**src/rtl/state_loader_pkg.sv**
```systemverilog
// Shared definitions for the state loader: FSM encoding, default sizes and
// address widths, plus the counter width helper.
package state_loader_pkg;

  typedef enum logic [2:0] {
    S_IDLE      = 3'd0,
    S_LOAD_REGS = 3'd1,
    S_LOAD_MEM  = 3'd2,
    S_DRAIN     = 3'd3,
    S_RUN       = 3'd4
  } state_e;

  localparam int DATA_W_DEF   = 64;
  localparam int NUM_REGS_DEF = 32;
  localparam int NUM_MEM_DEF  = 64;
  localparam int REG_AW       = 5;
  localparam int MEM_AW       = 6;

  // Bits needed to index 0 .. max(a,b)-1, never less than one bit.
  function automatic int cnt_width(input int a, input int b);
    int m;
    m = (a > b) ? a : b;
    return (m > 1) ? $clog2(m) : 1;
  endfunction

endpackage

```
**src/rtl/state_loader_load.sv**
```systemverilog
// Beat index counter: synchronous clear, increment on accepted beat, and a
// terminal-count flag against a phase-dependent last index. Incrementing at
// terminal count wraps back to zero.
module load_counter #(
  parameter int W = 6
) (
  input  logic         clk,
  input  logic         rst_n,
  input  logic         clr_i,
  input  logic         inc_i,
  input  logic [W-1:0] last_i,
  output logic [W-1:0] cnt_o,
  output logic         tc_o
);

  logic [W-1:0] cnt_q, cnt_d;

  assign tc_o  = (cnt_q == last_i);
  assign cnt_o = cnt_q;

  // Next count: clear wins, otherwise advance or wrap at terminal count.
  always_comb begin
    cnt_d = cnt_q;
    if (clr_i) begin
      cnt_d = '0;
    end else if (inc_i) begin
      cnt_d = tc_o ? '0 : cnt_q + 1'b1;
    end
  end

  // Count register.
  always_ff @(posedge clk or negedge rst_n) begin
    if (!rst_n) cnt_q <= '0;
    else        cnt_q <= cnt_d;
  end

endmodule

```
**src/rtl/state_loader.sv**
```systemverilog
// Preloads the register file and data memory from a valid/ready word stream,
// then releases the core. Start in RUN reloads from register 0.
//
// state       | meaning
// ------------+---------------------------------------------------------
// S_IDLE      | waiting for start after reset
// S_LOAD_REGS | accepting register beats 0..NUM_REGS-1 (x0 write masked)
// S_LOAD_MEM  | accepting memory beats 0..NUM_MEM-1
// S_DRAIN     | one cycle while the last memory write completes
// S_RUN       | core released; start triggers a reload
module state_loader
  import state_loader_pkg::*;
#(
  parameter int DATA_W   = DATA_W_DEF,
  parameter int NUM_REGS = NUM_REGS_DEF,
  parameter int NUM_MEM  = NUM_MEM_DEF
) (
  input  logic              clk,
  input  logic              rst_n,
  input  logic              start,
  input  logic              in_valid,
  input  logic [DATA_W-1:0] in_data,
  output logic              in_ready,
  output logic              reg_we,
  output logic [REG_AW-1:0] reg_addr,
  output logic [DATA_W-1:0] reg_wdata,
  output logic              mem_we,
  output logic [MEM_AW-1:0] mem_addr,
  output logic [DATA_W-1:0] mem_wdata,
  output logic              core_run,
  output logic              busy,
  output logic              done
);

  localparam int CNT_W = cnt_width(NUM_REGS, NUM_MEM);
  localparam logic [CNT_W-1:0] REG_LAST = CNT_W'(NUM_REGS - 1);
  localparam logic [CNT_W-1:0] MEM_LAST = CNT_W'(NUM_MEM - 1);

  state_e             state_q, state_d;
  logic               cnt_clr;
  logic               accept;
  logic [CNT_W-1:0]   cnt;
  logic [CNT_W-1:0]   cnt_last;
  logic               cnt_tc;

  logic               reg_we_q, mem_we_q, done_q;
  logic [REG_AW-1:0]  reg_addr_q;
  logic [MEM_AW-1:0]  mem_addr_q;
  logic [DATA_W-1:0]  reg_wdata_q, mem_wdata_q;

  assign in_ready = (state_q == S_LOAD_REGS) || (state_q == S_LOAD_MEM);
  assign accept   = in_valid && in_ready;
  assign cnt_last = (state_q == S_LOAD_REGS) ? REG_LAST : MEM_LAST;
  assign busy     = in_ready || (state_q == S_DRAIN);
  assign core_run = (state_q == S_RUN);

  load_counter #(.W(CNT_W)) u_cnt (
    .clk    (clk),
    .rst_n  (rst_n),
    .clr_i  (cnt_clr),
    .inc_i  (accept),
    .last_i (cnt_last),
    .cnt_o  (cnt),
    .tc_o   (cnt_tc)
  );

  // State register.
  always_ff @(posedge clk or negedge rst_n) begin
    if (!rst_n) state_q <= S_IDLE;
    else        state_q <= state_d;
  end

  // Next-state logic; start only matters in IDLE and RUN.
  always_comb begin
    state_d = state_q;
    cnt_clr = 1'b0;
    case (state_q)
      S_IDLE: begin
        if (start) begin
          state_d = S_LOAD_REGS;
          cnt_clr = 1'b1;
        end
      end
      S_LOAD_REGS: if (accept && cnt_tc) state_d = S_LOAD_MEM;
      S_LOAD_MEM:  if (accept && cnt_tc) state_d = S_DRAIN;
      S_DRAIN:     state_d = S_RUN;
      S_RUN: begin
        if (start) begin
          state_d = S_LOAD_REGS;
          cnt_clr = 1'b1;
        end
      end
      default:     state_d = S_IDLE;
    endcase
  end

  // Write ports: one registered strobe per accepted beat; x0 is never written.
  always_ff @(posedge clk or negedge rst_n) begin
    if (!rst_n) begin
      reg_we_q    <= 1'b0;
      reg_addr_q  <= '0;
      reg_wdata_q <= '0;
      mem_we_q    <= 1'b0;
      mem_addr_q  <= '0;
      mem_wdata_q <= '0;
      done_q      <= 1'b0;
    end else begin
      reg_we_q <= 1'b0;
      mem_we_q <= 1'b0;
      done_q   <= (state_q == S_DRAIN);
      if (accept && (state_q == S_LOAD_REGS)) begin
        reg_we_q    <= (cnt != '0);
        reg_addr_q  <= REG_AW'(cnt);
        reg_wdata_q <= in_data;
      end
      if (accept && (state_q == S_LOAD_MEM)) begin
        mem_we_q    <= 1'b1;
        mem_addr_q  <= MEM_AW'(cnt);
        mem_wdata_q <= in_data;
      end
    end
  end

  assign reg_we    = reg_we_q;
  assign reg_addr  = reg_addr_q;
  assign reg_wdata = reg_wdata_q;
  assign mem_we    = mem_we_q;
  assign mem_addr  = mem_addr_q;
  assign mem_wdata = mem_wdata_q;
  assign done      = done_q;

endmodule

```
**config.mk**
```make
export PLATFORM = sky130hd
export DESIGN_NAME = state_loader
export DESIGN_NICKNAME = d
export VERILOG_FILES = /design/src/rtl/state_loader_pkg.sv /design/src/rtl/state_loader_load.sv /design/src/rtl/state_loader.sv
export SDC_FILE = /design/constraint.sdc
export NUM_CORES = 1
export LEC_CHECK = 0
export CAP_MARGIN = 20
export CORE_MARGIN = 2
export CORE_UTILIZATION = 48
export CTS_BUF_LIST = sky130_fd_sc_hd__clkbuf_8 sky130_fd_sc_hd__clkbuf_16
export DETAILED_ROUTE_END_ITERATION = 12
export HOLD_SLACK_MARGIN = 0.05
export MAX_ROUTING_LAYER = met4
export PLACE_DENSITY = 0.85
export SLEW_MARGIN = 30
export SYNTH_ARGS = -nofsm -noshare
export SYNTH_HDL_FRONTEND = slang
export SYNTH_SLANG_ARGS = --single-unit
```
**constraint.sdc**
```tcl
create_clock -name clk -period 5.2 [get_ports clk]
set_input_delay 1.3 -clock clk [delete_from_list [all_inputs] [get_ports clk]]
set_output_delay 1.3 -clock clk [all_outputs]
set_load 0.01 [all_outputs]
```
---- Yosys cells after proc, flatten, opt, wreduce, memory -nomap -nowiden ----
Index checks and enable logic that the tools add are counted.
storage, ports and cells
  register bits after elaboration ......... 151
  input port bits ......................... 68
  output and inout port bits .............. 145
  word-level logic and storage cells ...... 41
cells by class
  add/sub/neg operators ................... 1
  eq/ne operators ......................... 8
  muxes and demuxes ....................... 12
  reductions and logical operators ........ 11
operator list
  operator             number
  $mux 6               4
  $pmux 3 s4           1
  $mux 3               3
  $add 6x1->6 const B  1
  $eq 3x2->1 const B   2
  $eq 6x6->1           1
  $ne 2x1->1 const B   3
  $reduce_bool 6->1    1
  $logic_and 1x1->1    4
  $mux 1               4
  $eq 3x1->1 const B   1
  $eq 3x3->1 const B   1
  $logic_not 3->1      1
  $reduce_and 3->1     1
  $logic_or 1x1->1     2
  $reduce_bool 2->1    1
  $reduce_or 2->1      1

---- Depth between registers and ports, before layout ----
  depth after elaboration ................. 6
  depth in mapped cells ................... 7
  depth with buffers taken out ............ 5

---- By module ----
A second synthesis with hierarchy kept.
unflattened totals
  cells, all modules ...................... 363
  area total of the unflattened synthesis .. 6,603.8 um^2
modules (own cells, without submodules)
  module        times used  cells each  area an instance (um^2)  sequential area each (um^2)
  state_loader  1           326         6,204.7                  3,628.5
  load_counter  1           37          399.1                    150.1

---- Worst setup path before layout ----
No wires, ideal clock.
  path type ............................... input to register
  from .................................... in in_valid
  to ...................................... reg mem_wdata_q[0] (netlist: mem_wdata[0])
  library setup time ...................... 0.125 ns
  arrival time ............................ 2.328 ns
  required time ........................... 5.075 ns
  setup slack ............................. 2.747 ns
  stages .................................. 5
  path buffers ............................ 2
  path through ............................ nand2b_1 -> buf_2 -> nor2_1 -> buf_2 -> mux2_2
between the ends
  longest elaborated chain between the ends .. 2
RTL lines
  what                    line                 source
  start: declaration      state_loader.sv:21   input logic in_valid,
  $logic_and 1x1->1       state_loader.sv:52   assign accept = in_valid && in_ready;
  $logic_and 1x1->1       state_loader.sv:116  if (accept && (state_q == S_LOAD_MEM)) begin
  end signal: assignment  state_loader.sv:119  mem_wdata_q <= in_data;
  end: declaration        state_loader.sv:49   logic [DATA_W-1:0] reg_wdata_q, mem_wdata_q;
No other way between the ends.
A chain may end at the register's enable or synchronous reset.

---- Worst setup path after layout ----
  from .................................... reg state_q[1]
  to ...................................... out in_ready
between the ends
  longest elaborated chain between the ends .. 2
  elaborated cells between the ends (all ways) .. 3
  those cells by class .................... 2 x eq/ne; 1 x reduce/logical
RTL lines
  what                                      line                source
  start: declaration                        state_loader.sv:39  state_e state_q, state_d;
  start signal: assignment                  state_loader.sv:70  else state_q <= state_d;
  $eq 3x1->1 or $eq 3x2->1 (tied branches)  state_loader.sv:51  assign in_ready = (state_q == S_LOAD_REGS) || (state_q == S_LOAD_MEM);
  $logic_or 1x1->1 (*)                      state_loader.sv:51
  end: declaration                          state_loader.sv:23  output logic in_ready,
Mark *: on every way between the ends. The rest lies on a longest branch, timed or not.

==> impl_results.md <==
* Status: finished clean
* Cell taking the most area after synthesis: dfrtp_1
* CTS buffer count at 17
* First-pass GRT wire length at 21.6 mm
* Setup Buffers After CTS at 0
* CTS clk-pin slew, worst paths at 0.06 ns
* CP arrival at 1.84 ns
* # DRC at 0
* Critical path peak fanout at 6
* Vias after detailed routing at 3858
* Worst Setup End Kind: output pin
* Fin. Hold Viols at 0
* Starting DRC count in detailed routing at 288
* P&R area growth vs syn at 49.6%
* Syn Area/Cell at 15.7 um2
* Maximum VDD drop at 0.276 mV
* Die Footprint at around 13000 um2
* RSZ-0062 raised after global routing: no
* Final setup vio count at 0
* Final setup TNS at 0 ns
* TritonCTS clock tree: done
* Met3 wire length at 793 um
* DR top layer: met4
* Final worst path period share at 60.3%
* Core area at 11900 um2
* Final non-filler cell area at between 8000 and 9000 um2
* Drt first pass iters at 4
* Number of global-route vias before repair at 4161
* Largest stage delay on the critical path at ~0.5 ns
* Power per cell area at ~460 nW/um2
* Max Cap Viol at 0
* Largest net degree at the start of global routing at 117
* Clock skew at between 0.008 and 0.009 ns
* Slowest CP cell: clkdlybuf4s50_1
* Distinct cells, synth at 31
* Die W at 114 um
* Avg WL per Cell at 18.3 um
* Met2 wire length at just over 7 mm
* YS warnings at 0
* # diodes at 0
* Top cells by area, synth: dfrtp_1 (65%), mux2_2 (25%), mux2_1 (2.3%)
* Slew Limit Fails at 0
* Critical path required time at 3.90 ns
* DP Area at 8040 um2
* Mapped cell area at a little under 6000 um2
* Global route overflow at 0
* CTS Root Cell: clkbuf_16
* Crit path cell chain: xnor2_1, nor2_1, clkdlybuf4s50_1
* Cell Rows at 40
* Nets@finish at ~650
* Yosys top cell area share at 65.3%
* Worst-Skew Late Latency at 0.41 ns
* DPL Wire Length at between 9 and 10 mm
* Total clock sinks at 151
* Fin crit period at 3.14 ns
* Rel. slew slack at around 43%
* ANT nets after route at 0
* Overall Global Routing Usage at 22.4%
* Met1 WL at 5.33 mm
* Layout cells sized above 1 at 27.3%
* Number of synthesized register bits at 151
* Worst Setup Start Kind: flop
* Critical path type: reg -> out
* Clk buf depth at 2
* Static leakage at 3.73 nW
* WL final at between 10 and 15 mm
* Gp weighted congestion at between 0.7 and 0.8
* Cts hold-fix bufs at 0
* Register area share after synthesis at approximately 65%
* Slew @ Worst Pin at 0.850 ns
* Worst hold path class: reg -> reg
* Fmax at roughly 320 MHz
* Post_cts resized at 0
* Vias/cell at roughly 5.2
* H-Tree Depth at 4
* Chip height at 114 um
* Initial Util at 48.6%
* Cells after Synth at 369
* Synth Net Count at roughly 440
* Antenna violations before repair at 0
* Port bufs at 212
* I/O pin count at about 210
## synthesized netlist by cell type (all sizes together)
library cell,number
nand3,7
o32a,1
o2111ai,1
or3,1
o211ai,1
nor3b,2
a21boi,1
nand2b,3
ha,2
o21ai,6
and3,1
nand2,7
dfrtp,151
xnor2,3
o22ai,1
a21oi,3
mux2,139
and2b,1
nand4,1
or2,1
buf,16
inv,3
nor2,8
nor4,2
a31oi,1
o31ai,1
or4,1
clkbuf,4
## stage by stage
stage	std cells	utilization (%)	total power, mW	hold slack, ns	worst slack [ns]
2_1_floorplan	369	-	2.10	0.511	2.75
3_3_place_gp	711	67.5	2.71	0.467	1.78
3_5_place_dp	711	67.5	2.76	0.474	1.74
4_1_cts	743	72.6	4.00	0.487	2.04
5_1_grt	743	72.6	4.16	0.507	1.96
6_report	743	72.6	3.97	0.484	2.06
## critical path, delay by kind of cell, from the launching register on
family | cells | cell delay (ns)
buf+inv | 1 | 0.49
flops | 1 | 0.44
xor+xnor | 1 | 0.43
simple gates | 1 | 0.07
## placed cells by master (no fill, tap or decap), types with 2 or more instances in the layout
master | Yosys | layout
nor2_4 | 0 | 2
a21oi_1 | 3 | 3
mux2_2 | 127 | 127
nand3_1 | 7 | 7
xnor2_1 | 3 | 3
nand2b_1 | 3 | 3
o21ai_0 | 6 | 6
dfrtp_1 | 151 | 151
nor3b_1 | 2 | 2
inv_1 | 3 | 5
clkinv_2 | 0 | 3
nand2_1 | 7 | 7
nor2_1 | 8 | 6
clkinvlp_4 | 0 | 2
bufinv_16 | 0 | 2
nor4_1 | 2 | 2
clkbuf_16 | 0 | 17
ha_1 | 2 | 2
mux2_1 | 12 | 12
clkdlybuf4s50_1 | 0 | 211
clkbuf_8 | 0 | 6
## cell type report
class                           count  area [um2]
Clock buffer                       23         508
Clock inverter                      9        97.6
Fill cell                         787        3260
Inverter                            3        11.3
Multi-Input combinational cell    195        1910
Sequential cell                   151        3780
Tap cell                          147         184
Timing Repair Buffer              215        2170
## metal layers
layer,GRT usage (%),up-vias
li1,-,1733
met1,26.5,1940
met2,36.6,156
met3,5.63,29
met4,10.0,0
met5,-,-
## worst paths after layout
path	from	cells past startpoint	to	slack, ns
max	state_q[1]	3	in_ready	2.06
min reg2reg	mem_wdata[1]	1	mem_wdata[1]	0.48
max reg2reg	state_q[2]	4	mem_wdata[42]	2.96
min in group asynchronous	rst_n	1	done	0.96
min	mem_wdata[1]	1	mem_wdata[1]	0.48
max in group asynchronous	rst_n	2	u_cnt.cnt_o[1]	3.22
## registers in the layout, summed over array words and instances (netlist names)
signal and flops:
reg_addr 5, mem_addr 6, done 1, mem_wdata 64
state_q 3, reg_wdata 64, u_cnt.cnt_o 6, reg_we 1
mem_we 1
## logic make-up (layout without fill, tap and decap cells)
group                    Yosys count  in the layout  synth area share, %
AO/OA/AOI/OAI                     16             16                 1.71
XOR/XNOR                           3              3                0.454
adder cells (fa/ha/maj)            2              2                0.432
buffers and inverters             23            250                 1.97
flip-flops                       151            151                 65.3
multiplexers                     139            139                 27.1
AND/OR/NAND/NOR                   35             35                 3.07
## power by group
part / internal, mW / switching (mW)
clock: 0.777 / 0.448
sequential: 1.42 / 0.169
combinational: 0.690 / 0.463
total: 2.89 / 1.08
Note: power is estimated with default switching activity, not from simulation.
